$ cat src/rtl/multicycle_ctrl_if.sv
// Bundle between the multi-cycle controller and the rest of the RV32I core.
// The master side is the controller. The slave side is the decode stage, ALU,
// memories and register file.
//
// Handshake: imem_req/dmem_req rise and then stay high until the cycle where
// the matching ready is 1. That cycle completes the access. A ready that is
// seen while its req is low has no effect.
interface multicycle_ctrl_if;
   // decode stage / datapath -> controller
   logic [6:0]  opcode;
   logic [4:0]  rd;
   logic [2:0]  funct3;
   logic        branch_taken;
   // memories -> controller
   logic        imem_ready;
   logic        dmem_ready;
   // controller -> memories / datapath
   logic        imem_req;
   logic        ir_we;
   logic        dmem_req;
   logic        dmem_we;
   logic        rf_we;
   logic [1:0]  wb_sel;
   logic        pc_we;
   logic [1:0]  pc_sel;
   logic [31:0] instret;
   logic        halted;
   logic        trap;
   // current FSM state, for observation only
   logic [2:0]  dbg_state;

   modport master (
      input  opcode, rd, funct3, branch_taken, imem_ready, dmem_ready,
      output imem_req, ir_we, dmem_req, dmem_we, rf_we, wb_sel,
             pc_we, pc_sel, instret, halted, trap, dbg_state
   );

   modport slave (
      output opcode, rd, funct3, branch_taken, imem_ready, dmem_ready,
      input  imem_req, ir_we, dmem_req, dmem_we, rf_we, wb_sel,
             pc_we, pc_sel, instret, halted, trap, dbg_state
   );
endinterface

$ cat src/rtl/multicycle_ctrl.sv
// Multi-cycle RV32I control FSM. It runs FETCH -> DECODE -> EXEC -> (MEM) -> (WB)
// and produces the datapath strobes and selects. It also counts retired
// instructions and holds sticky halt/trap flags.
// Strobes are combinational from the registered state and the current inputs.
// They are forced low while rst is high.
module multicycle_ctrl #(
   parameter int unsigned MEM_TIMEOUT = 255
) (
   input  logic              clk,
   input  logic              rst,
   multicycle_ctrl_if.master bus
);

   localparam logic [7:0] TIMEOUT_CNT = 8'(MEM_TIMEOUT);

   localparam logic [6:0] OPC_LOAD   = 7'b0000011;
   localparam logic [6:0] OPC_STORE  = 7'b0100011;
   localparam logic [6:0] OPC_OP     = 7'b0110011;
   localparam logic [6:0] OPC_OPIMM  = 7'b0010011;
   localparam logic [6:0] OPC_LUI    = 7'b0110111;
   localparam logic [6:0] OPC_AUIPC  = 7'b0010111;
   localparam logic [6:0] OPC_JAL    = 7'b1101111;
   localparam logic [6:0] OPC_JALR   = 7'b1100111;
   localparam logic [6:0] OPC_BRANCH = 7'b1100011;
   localparam logic [6:0] OPC_SYSTEM = 7'b1110011;

   typedef enum logic [2:0] {
      S_FETCH  = 3'd0,
      S_DECODE = 3'd1,
      S_EXEC   = 3'd2,
      S_MEM    = 3'd3,
      S_WB     = 3'd4,
      S_HALT   = 3'd5,
      S_TRAP   = 3'd6
   } state_t;

   state_t      state_q, state_d;
   logic [7:0]  wait_cnt_q, wait_cnt_d;
   logic [31:0] instret_q, instret_d;
   logic        halted_q, halted_d;
   logic        trap_q, trap_d;
   logic        retire;

   logic is_load, is_store, is_jal, is_jalr, is_branch, is_wb_class, is_system_ok;

   logic       imem_req, ir_we, dmem_req, dmem_we, rf_we, pc_we;
   logic [1:0] wb_sel, pc_sel;

   // Opcode classification. The opcode stays stable from EXEC until retire.
   always_comb begin
      is_load      = (bus.opcode == OPC_LOAD);
      is_store     = (bus.opcode == OPC_STORE);
      is_jal       = (bus.opcode == OPC_JAL);
      is_jalr      = (bus.opcode == OPC_JALR);
      is_branch    = (bus.opcode == OPC_BRANCH);
      is_wb_class  = (bus.opcode == OPC_OP)    || (bus.opcode == OPC_OPIMM) ||
                     (bus.opcode == OPC_LUI)   || (bus.opcode == OPC_AUIPC) ||
                     is_jal || is_jalr;
      is_system_ok = (bus.opcode == OPC_SYSTEM) && (bus.funct3 == 3'b000);
   end

   // Next state, wait counter and retire decision.
   // The wait counter is only nonzero while FETCH or MEM is stalled, so it
   // is always zero when one of those states is entered.
   always_comb begin
      state_d    = state_q;
      wait_cnt_d = 8'd0;
      retire     = 1'b0;
      case (state_q)
         S_FETCH: begin
            if (bus.imem_ready) begin
               state_d = S_DECODE;
            end else begin
               wait_cnt_d = wait_cnt_q + 8'd1;
               if (wait_cnt_d == TIMEOUT_CNT) state_d = S_TRAP;
            end
         end
         S_DECODE: state_d = S_EXEC;
         S_EXEC: begin
            if (is_load || is_store) begin
               state_d = S_MEM;
            end else if (is_wb_class) begin
               state_d = S_WB;
            end else if (is_branch) begin
               retire  = 1'b1;
               state_d = S_FETCH;
            end else if (is_system_ok) begin
               retire  = 1'b1;
               state_d = S_HALT;
            end else begin
               state_d = S_TRAP;
            end
         end
         S_MEM: begin
            if (bus.dmem_ready) begin
               if (is_store) begin
                  retire  = 1'b1;
                  state_d = S_FETCH;
               end else begin
                  state_d = S_WB;
               end
            end else begin
               wait_cnt_d = wait_cnt_q + 8'd1;
               if (wait_cnt_d == TIMEOUT_CNT) state_d = S_TRAP;
            end
         end
         S_WB: begin
            retire  = 1'b1;
            state_d = S_FETCH;
         end
         S_HALT:  state_d = S_HALT;
         S_TRAP:  state_d = S_TRAP;
         default: state_d = S_TRAP;
      endcase
   end

   // Retire counter and sticky status flags.
   always_comb begin
      instret_d = instret_q + {31'd0, retire};
      halted_d  = halted_q | (state_d == S_HALT);
      trap_d    = trap_q   | (state_d == S_TRAP);
   end

   // All controller state. A synchronous reset returns to FETCH and clears the counters.
   always_ff @(posedge clk) begin
      if (rst) begin
         state_q    <= S_FETCH;
         wait_cnt_q <= 8'd0;
         instret_q  <= 32'd0;
         halted_q   <= 1'b0;
         trap_q     <= 1'b0;
      end else begin
         state_q    <= state_d;
         wait_cnt_q <= wait_cnt_d;
         instret_q  <= instret_d;
         halted_q   <= halted_d;
         trap_q     <= trap_d;
      end
   end

   // Datapath strobes and selects. They are decoded from state and held low during rst.
   always_comb begin
      imem_req = 1'b0;
      ir_we    = 1'b0;
      dmem_req = 1'b0;
      dmem_we  = 1'b0;
      rf_we    = 1'b0;
      wb_sel   = 2'd0;
      pc_we    = 1'b0;
      pc_sel   = 2'd0;
      if (!rst) begin
         case (state_q)
            S_FETCH: begin
               imem_req = 1'b1;
               ir_we    = bus.imem_ready;
            end
            S_EXEC: begin
               if (is_branch) begin
                  pc_we  = 1'b1;
                  pc_sel = bus.branch_taken ? 2'd1 : 2'd0;
               end
            end
            S_MEM: begin
               dmem_req = 1'b1;
               dmem_we  = is_store;
               pc_we    = is_store && bus.dmem_ready;
            end
            S_WB: begin
               rf_we  = (bus.rd != 5'd0);
               pc_we  = 1'b1;
               wb_sel = is_load ? 2'd1 : ((is_jal || is_jalr) ? 2'd2 : 2'd0);
               pc_sel = is_jal ? 2'd1 : (is_jalr ? 2'd2 : 2'd0);
            end
            default: ;
         endcase
      end
   end

   assign bus.imem_req  = imem_req;
   assign bus.ir_we     = ir_we;
   assign bus.dmem_req  = dmem_req;
   assign bus.dmem_we   = dmem_we;
   assign bus.rf_we     = rf_we;
   assign bus.wb_sel    = wb_sel;
   assign bus.pc_we     = pc_we;
   assign bus.pc_sel    = pc_sel;
   assign bus.instret   = instret_q;
   assign bus.halted    = halted_q;
   assign bus.trap      = trap_q;
   assign bus.dbg_state = state_q;

endmodule

$ cat src/flat_wrapper.sv
// flat-port wrapper written by rule: the top's interface ports become plain ports
module multicycle_ctrl_flat 
#(
   parameter int unsigned MEM_TIMEOUT = 255
)
  (clk, rst, bus_opcode, bus_rd, bus_funct3, bus_branch_taken, bus_imem_ready, bus_dmem_ready, bus_imem_req, bus_ir_we, bus_dmem_req, bus_dmem_we, bus_rf_we, bus_wb_sel, bus_pc_we, bus_pc_sel, bus_instret, bus_halted, bus_trap, bus_dbg_state);
  multicycle_ctrl_if bus_i ();
  input  logic clk;
  input  logic rst;
  input wire logic [$bits(bus_i.opcode)-1:0] bus_opcode;
  input wire logic [$bits(bus_i.rd)-1:0] bus_rd;
  input wire logic [$bits(bus_i.funct3)-1:0] bus_funct3;
  input wire logic [$bits(bus_i.branch_taken)-1:0] bus_branch_taken;
  input wire logic [$bits(bus_i.imem_ready)-1:0] bus_imem_ready;
  input wire logic [$bits(bus_i.dmem_ready)-1:0] bus_dmem_ready;
  output wire logic [$bits(bus_i.imem_req)-1:0] bus_imem_req;
  output wire logic [$bits(bus_i.ir_we)-1:0] bus_ir_we;
  output wire logic [$bits(bus_i.dmem_req)-1:0] bus_dmem_req;
  output wire logic [$bits(bus_i.dmem_we)-1:0] bus_dmem_we;
  output wire logic [$bits(bus_i.rf_we)-1:0] bus_rf_we;
  output wire logic [$bits(bus_i.wb_sel)-1:0] bus_wb_sel;
  output wire logic [$bits(bus_i.pc_we)-1:0] bus_pc_we;
  output wire logic [$bits(bus_i.pc_sel)-1:0] bus_pc_sel;
  output wire logic [$bits(bus_i.instret)-1:0] bus_instret;
  output wire logic [$bits(bus_i.halted)-1:0] bus_halted;
  output wire logic [$bits(bus_i.trap)-1:0] bus_trap;
  output wire logic [$bits(bus_i.dbg_state)-1:0] bus_dbg_state;
  assign bus_i.opcode = bus_opcode;
  assign bus_i.rd = bus_rd;
  assign bus_i.funct3 = bus_funct3;
  assign bus_i.branch_taken = bus_branch_taken;
  assign bus_i.imem_ready = bus_imem_ready;
  assign bus_i.dmem_ready = bus_dmem_ready;
  assign bus_imem_req = bus_i.imem_req;
  assign bus_ir_we = bus_i.ir_we;
  assign bus_dmem_req = bus_i.dmem_req;
  assign bus_dmem_we = bus_i.dmem_we;
  assign bus_rf_we = bus_i.rf_we;
  assign bus_wb_sel = bus_i.wb_sel;
  assign bus_pc_we = bus_i.pc_we;
  assign bus_pc_sel = bus_i.pc_sel;
  assign bus_instret = bus_i.instret;
  assign bus_halted = bus_i.halted;
  assign bus_trap = bus_i.trap;
  assign bus_dbg_state = bus_i.dbg_state;
  multicycle_ctrl #(.MEM_TIMEOUT(MEM_TIMEOUT)) u_core (.clk(clk), .rst(rst), .bus(bus_i));
endmodule
$ cat config.mk
export PLATFORM = sky130hd
export DESIGN_NAME = multicycle_ctrl_flat
export DESIGN_NICKNAME = d
export VERILOG_FILES = /design/src/rtl/multicycle_ctrl_if.sv /design/src/rtl/multicycle_ctrl.sv /design/src/flat_wrapper.sv
export SDC_FILE = /design/constraint.sdc
export NUM_CORES = 1
export LEC_CHECK = 0
export ABC_CLOCK_PERIOD_IN_PS = 3950
export BUFFER_PORTS_ARGS = -buffer_cell sky130_fd_sc_hd__buf_2
export CORE_MARGIN = 4
export CORE_UTILIZATION = 51
export DETAILED_ROUTE_END_ITERATION = 10
export PLACE_DENSITY = 0.78
export SLEW_MARGIN = 25
export SYNTH_ARGS = -nofsm -noshare
export SYNTH_HDL_FRONTEND = slang
export SYNTH_SLANG_ARGS = --single-unit
$ cat constraint.sdc
create_clock -name clk -period 3.95 [get_ports clk]
set_input_delay 0.5925 -clock clk [delete_from_list [all_inputs] [get_ports clk]]
set_output_delay 0.5925 -clock clk [all_outputs]
set_load 0.03 [all_outputs]
==> flow_summary.html, run 1 <==
<table>
<tr><th>Metric</th><th>Value</th></tr>
<tr><th colspan="2">Power and ir drop</th></tr>
<tr><td>Static leakage</td><td>1.099 nW</td></tr>
<tr><td>Pwr per Cell Area</td><td>319.6 nW/um^2</td></tr>
<tr><td>Worst voltage drop across the vdd grid</td><td>199.5 uV</td></tr>
<tr><td>Total power of the final layout</td><td>0.8706 mW</td></tr>
<tr><th colspan="2">Setup path</th></tr>
<tr><td>Length in cells of the worst reg-to-reg path</td><td>10</td></tr>
<tr><td>Critical path start-end classification</td><td>in2reg</td></tr>
<tr><td>Data arrival, critical path</td><td>3.50 ns</td></tr>
<tr><td>CP Cell Sequence</td><td>buf_2, nor4bb_1, nand4_1, o31a_1, o21ai_0, ha_1, and3_4, nand3_4, or4_4, or4_1, a21oi_1</td></tr>
<tr><td>Library cell contributing the largest single delay on the critical path</td><td>or4_4</td></tr>
<tr><td>Worst reg2reg setup slack</td><td>0.88 ns</td></tr>
<tr><td>Category of the worst setup path launch point</td><td>primary input</td></tr>
<tr><td>Worst EP required</td><td>4.18 ns</td></tr>
<tr><td>Stage delay of the slowest cell on the critical path</td><td>0.61 ns</td></tr>
<tr><td>Endpoint type of the worst setup path</td><td>register</td></tr>
<tr><td>Worst-path fanout max</td><td>11</td></tr>
<tr><th colspan="2">STA</th></tr>
<tr><td>Post-layout min period</td><td>3.272 ns</td></tr>
<tr><td>Max Clk Rate</td><td>slightly above 0.3 GHz</td></tr>
<tr><td>Finish-stage setup viols</td><td>0</td></tr>
<tr><td>Setup repair after global routing missed its margin</td><td>no</td></tr>
<tr><td>Final Cycle Share</td><td>0.8282</td></tr>
<tr><td>Final setup skew</td><td>approximately 0.0050 ns</td></tr>
<tr><td>Worst-Margin Slew</td><td>0.8038 ns</td></tr>
<tr><td>Count of pins over their slew limit</td><td>0</td></tr>
<tr><td>Slew headroom</td><td>0.4641</td></tr>
<tr><td>Final hold violation count</td><td>0</td></tr>
<tr><td>Summed negative setup slack over all endpoints</td><td>0 ns</td></tr>
<tr><th colspan="2">Detailed routing</th></tr>
<tr><td>Routed vias</td><td>2,175</td></tr>
<tr><td>Aggregate routed wire length</td><td>5034 um</td></tr>
<tr><td>WL per Instance</td><td>12.84 um</td></tr>
<tr><td>DRC marker count from the first detailed-route iteration</td><td>128</td></tr>
<tr><td>Via density</td><td>5.548</td></tr>
<tr><td>Number of remaining DRC errors</td><td>0</td></tr>
<tr><td>DR pass1 iterations</td><td>4</td></tr>
<tr><td>Final antenna-violating net count</td><td>0</td></tr>
<tr><th colspan="2">Yosys</th></tr>
<tr><td>Post-synthesis sequential area ratio</td><td>0.3956</td></tr>
<tr><td>Warnings from Yosys</td><td>0</td></tr>
<tr><td>Post-synthesis sequential element count</td><td>45</td></tr>
<tr><td>Number of enable-type register cells in the synthesized netlist</td><td>0</td></tr>
<tr><td>Number of distinct library cell variants in the gate-level netlist after synthesis</td><td>46</td></tr>
<tr><td>Most common flop cell mapped by yosys</td><td>dfxtp_1</td></tr>
<tr><td>Post-synthesis instance area</td><td>2277 um^2</td></tr>
<tr><td>Instance count of the mapped netlist</td><td>278</td></tr>
<tr><td>Proportion of synthesized flip-flops having asynchronous set or reset</td><td>0</td></tr>
<tr><td>Average footprint of a synthesized cell</td><td>a little over 8 um^2</td></tr>
<tr><td>Net count after synthesis</td><td>302</td></tr>
<tr><th colspan="2">Clock tree</th></tr>
<tr><td>Number of buffers inserted during clock tree synthesis</td><td>5</td></tr>
<tr><td>CTS tree</td><td>done</td></tr>
<tr><td>Post-CTS resize count</td><td>0</td></tr>
<tr><td>Buffer type at the clock tree root</td><td>clkbuf_8</td></tr>
<tr><td>Worst skew pair latency</td><td>0.30 ns</td></tr>
<tr><td>Clock H-tree levels</td><td>2</td></tr>
<tr><td>Clock transition at the register clock pins on the worst setup and hold paths after CTS</td><td>0.08 ns</td></tr>
<tr><td>Number of clock sinks</td><td>45</td></tr>
<tr><td>Number of post-CTS setup repair buffers</td><td>0</td></tr>
<tr><td>Number of buffers inserted by hold repair at cts</td><td>0</td></tr>
<tr><td>Largest buffer count on any clock path</td><td>2</td></tr>
<tr><th colspan="2">Floorplan</th></tr>
<tr><td>Site Rows</td><td>24</td></tr>
<tr><td>Die area</td><td>5598 um^2</td></tr>
<tr><td>Io pins</td><td>67</td></tr>
<tr><td>Die span in y</td><td>74.82 um</td></tr>
<tr><td>Die Span X</td><td>74.82 um</td></tr>
<tr><td>Initial core utilization</td><td>0.5266</td></tr>
<tr><td>Floorplan Core Area</td><td>4324 um^2</td></tr>
<tr><th colspan="2">Worst hold path</th></tr>
<tr><td>Hold-critical path depth</td><td>2</td></tr>
<tr><td>Min-delay worst type</td><td>reg2reg</td></tr>
<tr><th colspan="2">Global route</th></tr>
<tr><td>Wire length of the first global-routing pass</td><td>8424 um</td></tr>
<tr><td>Largest net degree at the start of global routing</td><td>48</td></tr>
<tr><td>Overall track demand over capacity in global routing</td><td>0.1880</td></tr>
<tr><td>Grt ovf</td><td>0</td></tr>
<tr><td>Via count of the first global-routing pass</td><td>1,954</td></tr>
<tr><td>Antenna violations before repair</td><td>0</td></tr>
<tr><th colspan="2">Place</th></tr>
<tr><td>PortBufs</td><td>66</td></tr>
<tr><td>RD Place Congestion</td><td>approximately 0.83</td></tr>
<tr><td>Hpwl dp</td><td>3564 um</td></tr>
<tr><th colspan="2">Run</th></tr>
<tr><td>Maximum Capacitance Violations</td><td>0</td></tr>
<tr><th colspan="2">Final layout</th></tr>
<tr><td>Antenna Diode Count</td><td>0</td></tr>
<tr><td>Ratio of cells with drive above 1 in the final layout</td><td>0.2471</td></tr>
<tr><td>Final net count</td><td>363</td></tr>
<tr><td>Layout overhead on the synthesized area</td><td>19.62%</td></tr>
<tr><th colspan="2">Status</th></tr>
<tr><td>Result of the run</td><td>complete, no violations</td></tr>
</table>
-- kinds of logic (layout without fill, tap and decap cells) --
| family | after synthesis | count (layout) | synth area share |
|---|---|---|---|
| xor gates and xnor gates | 24 | 24 | 0.09231 |
| adders and majority gates | 4 | 4 | 0.02198 |
| and+or+nand+nor | 137 | 137 | 0.3291 |
| buffers and inverters | 23 | 85 | 0.04176 |
| DFF | 45 | 45 | 0.3956 |
| AOI/OAI and AO/OA | 45 | 45 | 0.1192 |
-- registers in the layout, summed over array words and instances (netlist names) --
name and cells:
u_core.bus.halted 1, u_core.bus.dbg_state 3, u_core.wait_cnt_q 8, u_core.bus.instret 32, u_core.bus.trap 1
-- synth_stat cells (2+ instances only) --
cell type,n,area (um^2)
a21oi_1,15,75.07
a31oi_1,2,12.51
and3_1,3,18.77
and4_1,2,17.52
clkbuf_1,11,41.29
dfxtp_1,45,900.9
ha_1,4,50.05
inv_1,10,37.54
nand2_1,18,67.56
nand2b_1,3,18.77
nand3_1,12,60.06
nand4_1,12,75.07
nor2_1,39,146.4
nor2b_1,4,25.02
nor3_1,8,40.04
nor4_1,8,50.05
o21ai_0,14,70.07
o22ai_1,2,12.51
o31a_1,2,17.52
o31ai_1,2,15.01
or3_1,13,81.33
or4_1,3,22.52
xnor2_1,15,131.4
xor2_1,9,78.83
-- cells in the final DEF (no fill, tap or decap), types with 3 or more instances in the layout --
cell type | synthesis | routed
a21oi_1 | 15 | 15
and3_1 | 3 | 3
buf_2 | 0 | 66
clkbuf_8 | 0 | 7
dfxtp_1 | 45 | 45
ha_1 | 4 | 4
inv_1 | 10 | 10
nand2_1 | 18 | 18
nand2b_1 | 3 | 3
nand3_1 | 12 | 12
nand4_1 | 12 | 12
nor2_1 | 39 | 39
nor2b_1 | 4 | 4
nor3_1 | 8 | 8
nor4_1 | 8 | 8
o21ai_0 | 14 | 14
or3_1 | 13 | 13
or4_1 | 3 | 3
xnor2_1 | 15 | 15
xor2_1 | 9 | 9
-- cell type report --
cell class,instances,area (um^2)
flip-flops and latches,45,900.9
inverters,10,37.54
well taps,52,65.06
multi-input cells,210,1281
repair buffers,67,337.8
fillers,404,1600
clock inverters,1,5.005
clock buffers,7,96.34
-- metrics by stage --
step	utilization	hold slack [ns]	std cells	setup WS (ns)	instance area, um^2
after global routing	0.6299	0.5013	392	0.4282	2724
final	0.6299	0.4596	392	0.6784	2724
after detailed placement	0.6065	0.4512	384	0.4028	2623
after floorplan	-	0.4373	278	0.7052	2277
after CTS	0.6299	0.4639	392	0.6849	2724
after global placement	0.6065	0.4500	384	0.4999	2623
-- final timing paths --
kind	from	end
setup / recovery	bus_opcode[3]	u_core.bus.instret[31]
hold / removal	u_core.bus.halted	u_core.bus.halted
setup reg to reg	u_core.bus.dbg_state[1]	u_core.bus.instret[31]
hold reg to reg	u_core.bus.halted	u_core.bus.halted
-- power breakdown --
part | switching (mW) | internal [mW]
Combinational | 0.0552 | 0.0314
Sequential | 0.0122 | 0.460
Clock | 0.154 | 0.158
-- worst max-delay path, delay by kind of cell --
family	cells	cell delay (ns)
AND/OR/NAND/NOR	6	2.07
AO/OA/AOI/OAI	3	0.50
adder cells (fa/ha/maj)	1	0.20
buffers and inverters	1	0.12
-- metal layers --
layer  global-route usage  up-vias  share of wire
met1               0.2422     1000           0.46
met2               0.3104       58           0.47
met3              0.04272        4          0.050
met4              0.06324        0          0.010
met5                    0        -              0
li1                     -     1113              -
Power figures use the tool's default switching activity.
==> inputs of run 2 (changes only) <==
- ABC_AREA: default -> 1
- ABC_CLOCK_PERIOD_IN_PS: 3950 -> 2700
- CORE_UTILIZATION: 51 -> 48
- PLACE_DENSITY: 0.78 -> 0.75
- clock period: 3.95 -> 2.7 ns (I/O delays scaled with it)
==> run 2 against run 1 <==
Net effect:
- non-clock buffer count is 17 higher
- core utilization up 0.87 points
- clock skew increased by 0.0018 ns
- critical endpoint is now u_core.bus.instret[28]
- largest power group unchanged
==> flow_summary.html, run 2 <==
<table>
<tr><th>Metric</th><th>Value</th></tr>
<tr><th colspan="2">Status</th></tr>
<tr><td>Result of the run</td><td>complete, no violations</td></tr>
<tr><th colspan="2">STA</th></tr>
<tr><td>Final worst hold slack</td><td>0.4594 ns (-0.0002430 ns)</td></tr>
<tr><td>Count of pins over their slew limit</td><td>0 (unchanged)</td></tr>
<tr><td>Final Cycle Share</td><td>0.9178</td></tr>
<tr><td>Slew headroom</td><td>0.7219 (+0.2578)</td></tr>
<tr><td>Final hold violation count</td><td>0 (unchanged)</td></tr>
<tr><td>Max Clk Rate</td><td>0.4035 GHz</td></tr>
<tr><td>Final setup skew</td><td>0.006774 ns (+0.001818 ns)</td></tr>
<tr><td>Worst-Margin Slew</td><td>0.4139 ns (-0.3899 ns)</td></tr>
<tr><td>Post-layout min period</td><td>2.478 ns</td></tr>
<tr><td>Finish-stage setup viols</td><td>0 (unchanged)</td></tr>
<tr><th colspan="2">Final layout</th></tr>
<tr><td>Max FFs per register</td><td>32 (unchanged)</td></tr>
<tr><td>Antenna Diode Count</td><td>0 (unchanged)</td></tr>
<tr><td>Leading cell types in the layout, fill and taps excluded</td><td>89 x nand2_1, 66 x buf_2, 65 x inv_1</td></tr>
<tr><td>Filler instances</td><td>462 (+14%)</td></tr>
<tr><td>Final net count</td><td>522 (+44%)</td></tr>
<tr><td>Ratio of cells with drive above 1 in the final layout</td><td>0.2445 (-0.002570)</td></tr>
<tr><td>Footprint of the multi-input gates</td><td>1440 um^2 (+12%)</td></tr>
<tr><td>Final cell utilization of the core</td><td>0.6386 (+0.008688)</td></tr>
<tr><td>Sequential cell area</td><td>902.1 um^2 (+0.14%)</td></tr>
<tr><td>Layout overhead on the synthesized area</td><td>27.41%</td></tr>
<tr><td>Leading cell type in the layout, fill and taps excluded</td><td>nand2_1</td></tr>
<tr><th colspan="2">Global route</th></tr>
<tr><td>Largest net degree at the start of global routing</td><td>17 (-65%)</td></tr>
<tr><td>Grt ovf</td><td>0 (unchanged)</td></tr>
<tr><td>Overall track demand over capacity in global routing</td><td>0.2155 (+0.02750)</td></tr>
<tr><td>Wire length of the first global-routing pass</td><td>11,490 um (+36%)</td></tr>
<tr><td>Antenna violations before repair</td><td>0 (unchanged)</td></tr>
<tr><td>Via count of the first global-routing pass</td><td>2,681 (+37%)</td></tr>
<tr><th colspan="2">Yosys</th></tr>
<tr><td>Most common library cells after synthesis</td><td>89 x nand2_1, 67 x inv_1, 58 x nor2_1</td></tr>
<tr><td>Library cell with the highest instance count after synthesis</td><td>nand2_1</td></tr>
<tr><td>Post-synthesis instance area</td><td>2592 um^2 (+14%)</td></tr>
<tr><td>Leading cell types by total area after synthesis</td><td>dfxtp_1 35%, nand2_1 13%, inv_1 9.7%</td></tr>
<tr><td>Instance count of the mapped netlist</td><td>411 (+48%)</td></tr>
<tr><td>Number of enable-type register cells in the synthesized netlist</td><td>0 (unchanged)</td></tr>
<tr><td>Warnings from Yosys</td><td>0 (unchanged)</td></tr>
<tr><td>Proportion of synthesized flip-flops having asynchronous set or reset</td><td>0 (unchanged)</td></tr>
<tr><td>Average footprint of a synthesized cell</td><td>6.308 um^2 (-23%)</td></tr>
<tr><td>Yosys top cell area share</td><td>0.3475 (-0.04811)</td></tr>
<tr><td>Number of distinct library cell variants in the gate-level netlist after synthesis</td><td>30 (-35%)</td></tr>
<tr><td>Post-synthesis sequential area ratio</td><td>0.3475 (-0.04811)</td></tr>
<tr><td>Net count after synthesis</td><td>435 (+44%)</td></tr>
<tr><td>Most common flop cell mapped by yosys</td><td>dfxtp_1</td></tr>
<tr><td>Top cell type by total area after synthesis</td><td>dfxtp_1</td></tr>
<tr><td>Post-synthesis sequential element count</td><td>45 (unchanged)</td></tr>
<tr><th colspan="2">Detailed routing</th></tr>
<tr><td>Number of remaining DRC errors</td><td>0 (unchanged)</td></tr>
<tr><td>WL per Instance</td><td>11.79 um (-8.2%)</td></tr>
<tr><td>DR pass1 iterations</td><td>4 (unchanged)</td></tr>
<tr><td>Via density</td><td>5.058 (-8.8%)</td></tr>
<tr><td>Final antenna-violating net count</td><td>0 (unchanged)</td></tr>
<tr><td>Aggregate routed wire length</td><td>6711 um (+33%)</td></tr>
<tr><td>Routed vias</td><td>2,878 (+32%)</td></tr>
<tr><td>DRC marker count from the first detailed-route iteration</td><td>170 (+33%)</td></tr>
<tr><th colspan="2">Worst hold path</th></tr>
<tr><td>Min-delay worst type</td><td>reg2reg</td></tr>
<tr><td>Hold-critical path depth</td><td>2 (unchanged)</td></tr>
<tr><th colspan="2">Setup path</th></tr>
<tr><td>Category of the worst setup path launch point</td><td>primary input</td></tr>
<tr><td>Length in cells of the worst reg-to-reg path</td><td>14 (+4)</td></tr>
<tr><td>Critical path start-end classification</td><td>in2reg</td></tr>
<tr><td>Worst-path fanout max</td><td>4 (-7)</td></tr>
<tr><td>Endpoint type of the worst setup path</td><td>register</td></tr>
<tr><td>Data arrival, critical path</td><td>2.72 ns (-0.78 ns)</td></tr>
<tr><td>Worst EP required</td><td>2.94 ns (-1.24 ns)</td></tr>
<tr><th colspan="2">Floorplan</th></tr>
<tr><td>Initial core utilization</td><td>0.5012 (-0.02541)</td></tr>
<tr><td>Floorplan Core Area</td><td>5172 um^2 (+20%)</td></tr>
<tr><td>Die Span X</td><td>81.49 um (+8.9%)</td></tr>
<tr><td>Die area</td><td>6641 um^2 (+19%)</td></tr>
<tr><td>Die span in y</td><td>81.49 um (+8.9%)</td></tr>
<tr><td>Site Rows</td><td>26 (+8.3%)</td></tr>
<tr><td>Io pins</td><td>67 (unchanged)</td></tr>
<tr><th colspan="2">Clock tree</th></tr>
<tr><td>CTS tree</td><td>done</td></tr>
<tr><td>Clock H-tree levels</td><td>2 (unchanged)</td></tr>
<tr><td>Buffer type at the clock tree root</td><td>clkbuf_8</td></tr>
<tr><td>Clock transition at the register clock pins on the worst setup and hold paths after CTS</td><td>0.09 ns (about the same)</td></tr>
<tr><td>Worst skew pair latency</td><td>0.30 ns (about the same)</td></tr>
<tr><td>Number of buffers inserted by hold repair at cts</td><td>0 (unchanged)</td></tr>
<tr><td>Number of buffers inserted during clock tree synthesis</td><td>5 (unchanged)</td></tr>
<tr><td>Largest buffer count on any clock path</td><td>2 (unchanged)</td></tr>
<tr><td>Number of clock sinks</td><td>45 (unchanged)</td></tr>
<tr><th colspan="2">Run</th></tr>
<tr><td>Maximum Capacitance Violations</td><td>0 (unchanged)</td></tr>
<tr><th colspan="2">Place</th></tr>
<tr><td>Hpwl dp</td><td>5143 um (+44%)</td></tr>
<tr><td>RD Place Congestion</td><td>0.8925 (+7.8%)</td></tr>
<tr><td>PortBufs</td><td>66 (unchanged)</td></tr>
<tr><th colspan="2">Power and ir drop</th></tr>
<tr><td>Static leakage</td><td>1.496 nW (+36%)</td></tr>
<tr><td>Worst voltage drop across the vdd grid</td><td>274.4 uV (+38%)</td></tr>
<tr><td>Pwr per Cell Area</td><td>549.7 nW/um^2 (+72%)</td></tr>
</table>
run 2: changes by cell type after synthesis, sizes merged, moves of 8 or more:
| cell | change |
|---|---|
| xnor2 | -15 |
| or3 | -13 |
| nor2 | +23 |
| xor2 | -9 |
| a21oi | +15 |
| clkbuf | -8 |
| inv | +62 |
| nand2 | +74 |
| nor3 | +12 |
| nand3 | +13 |
run 2: report_power, final:
| part | switching (mW) | internal (mW) |
|---|---|---|
| Combinational | 0.314 | 0.155 |
| Sequential | 0.0440 | 0.701 |
| Clock | 0.233 | 0.368 |
run 2: final cells by class:
| class | instances | area share |
|---|---|---|
| repair buffers | 84 | 0.1409 |
| well taps | 70 | 0.02652 |
| flip-flops and latches | 45 | 0.2731 |
| inverters | 73 | 0.08295 |
| multi-input cells | 289 | 0.4360 |
| clock buffers | 5 | 0.02083 |
| clock inverters | 3 | 0.01970 |
run 2: path summary, 6_finish.rpt:
kind | endpoint | slack, ns | startpoint
setup / recovery | u_core.bus.instret[28] | 0.22 | bus_opcode[1]
hold / removal | u_core.bus.trap | 0.46 | u_core.bus.trap
setup reg to reg | u_core.bus.instret[28] | 0.29 | u_core.bus.dbg_state[1]
hold reg to reg | u_core.bus.trap | 0.46 | u_core.bus.trap
run 2: kinds of logic after synthesis:
group	share of synthesized area
simple gates	0.4180
fa+ha+maj	0.01931
compound gates	0.1038
flops	0.3475
buf+inv	0.1115
run 2: through the flow:
step	setup TNS, ns	area [um^2]	power [mW]	instances	setup WS, ns
after global placement	0	3123	1.206	560	0.01605
after CTS	0	3257	1.812	568	0.09574
after detailed placement	-0.3772	3123	1.211	560	-0.1258
final	0	3303	1.816	569	0.2219
after floorplan	0	2592	1.076	411	0.1288
after global routing	-0.06330	3303	1.918	569	-0.03328
run 2: worst max-delay path: stages:
cell and delay, ns:
buf_2 0.08, nand2_1 0.06, inv_1 0.09, nand3_2 0.09, inv_2 0.07, nand4_1 0.13, o21ai_2 0.18, inv_1 0.04
o21ai_0 0.08, ha_2 0.23, ha_2 0.19, nand3_2 0.10, nor2_2 0.19, nand3_2 0.12, inv_2 0.10, nand3_2 0.08
or3_1 0.33, a21oi_1 0.12
run 2: per-layer routing:
layer,part of all wire,GRT usage,up-vias,routed length [um]
met5,0,0,-,0
met4,0.014,0.06081,0,93
met2,0.47,0.3591,58,3156
li1,-,-,1498,-
met3,0.041,0.03838,10,278
met1,0.47,0.2853,1312,3183
run 2: repair_timing:
item                                    CTS  global route
gates resized for setup                   0            13
buffers inserted                          0             1
endpoints found under the setup margin    0            16
hold endpoints to repair                  0             0
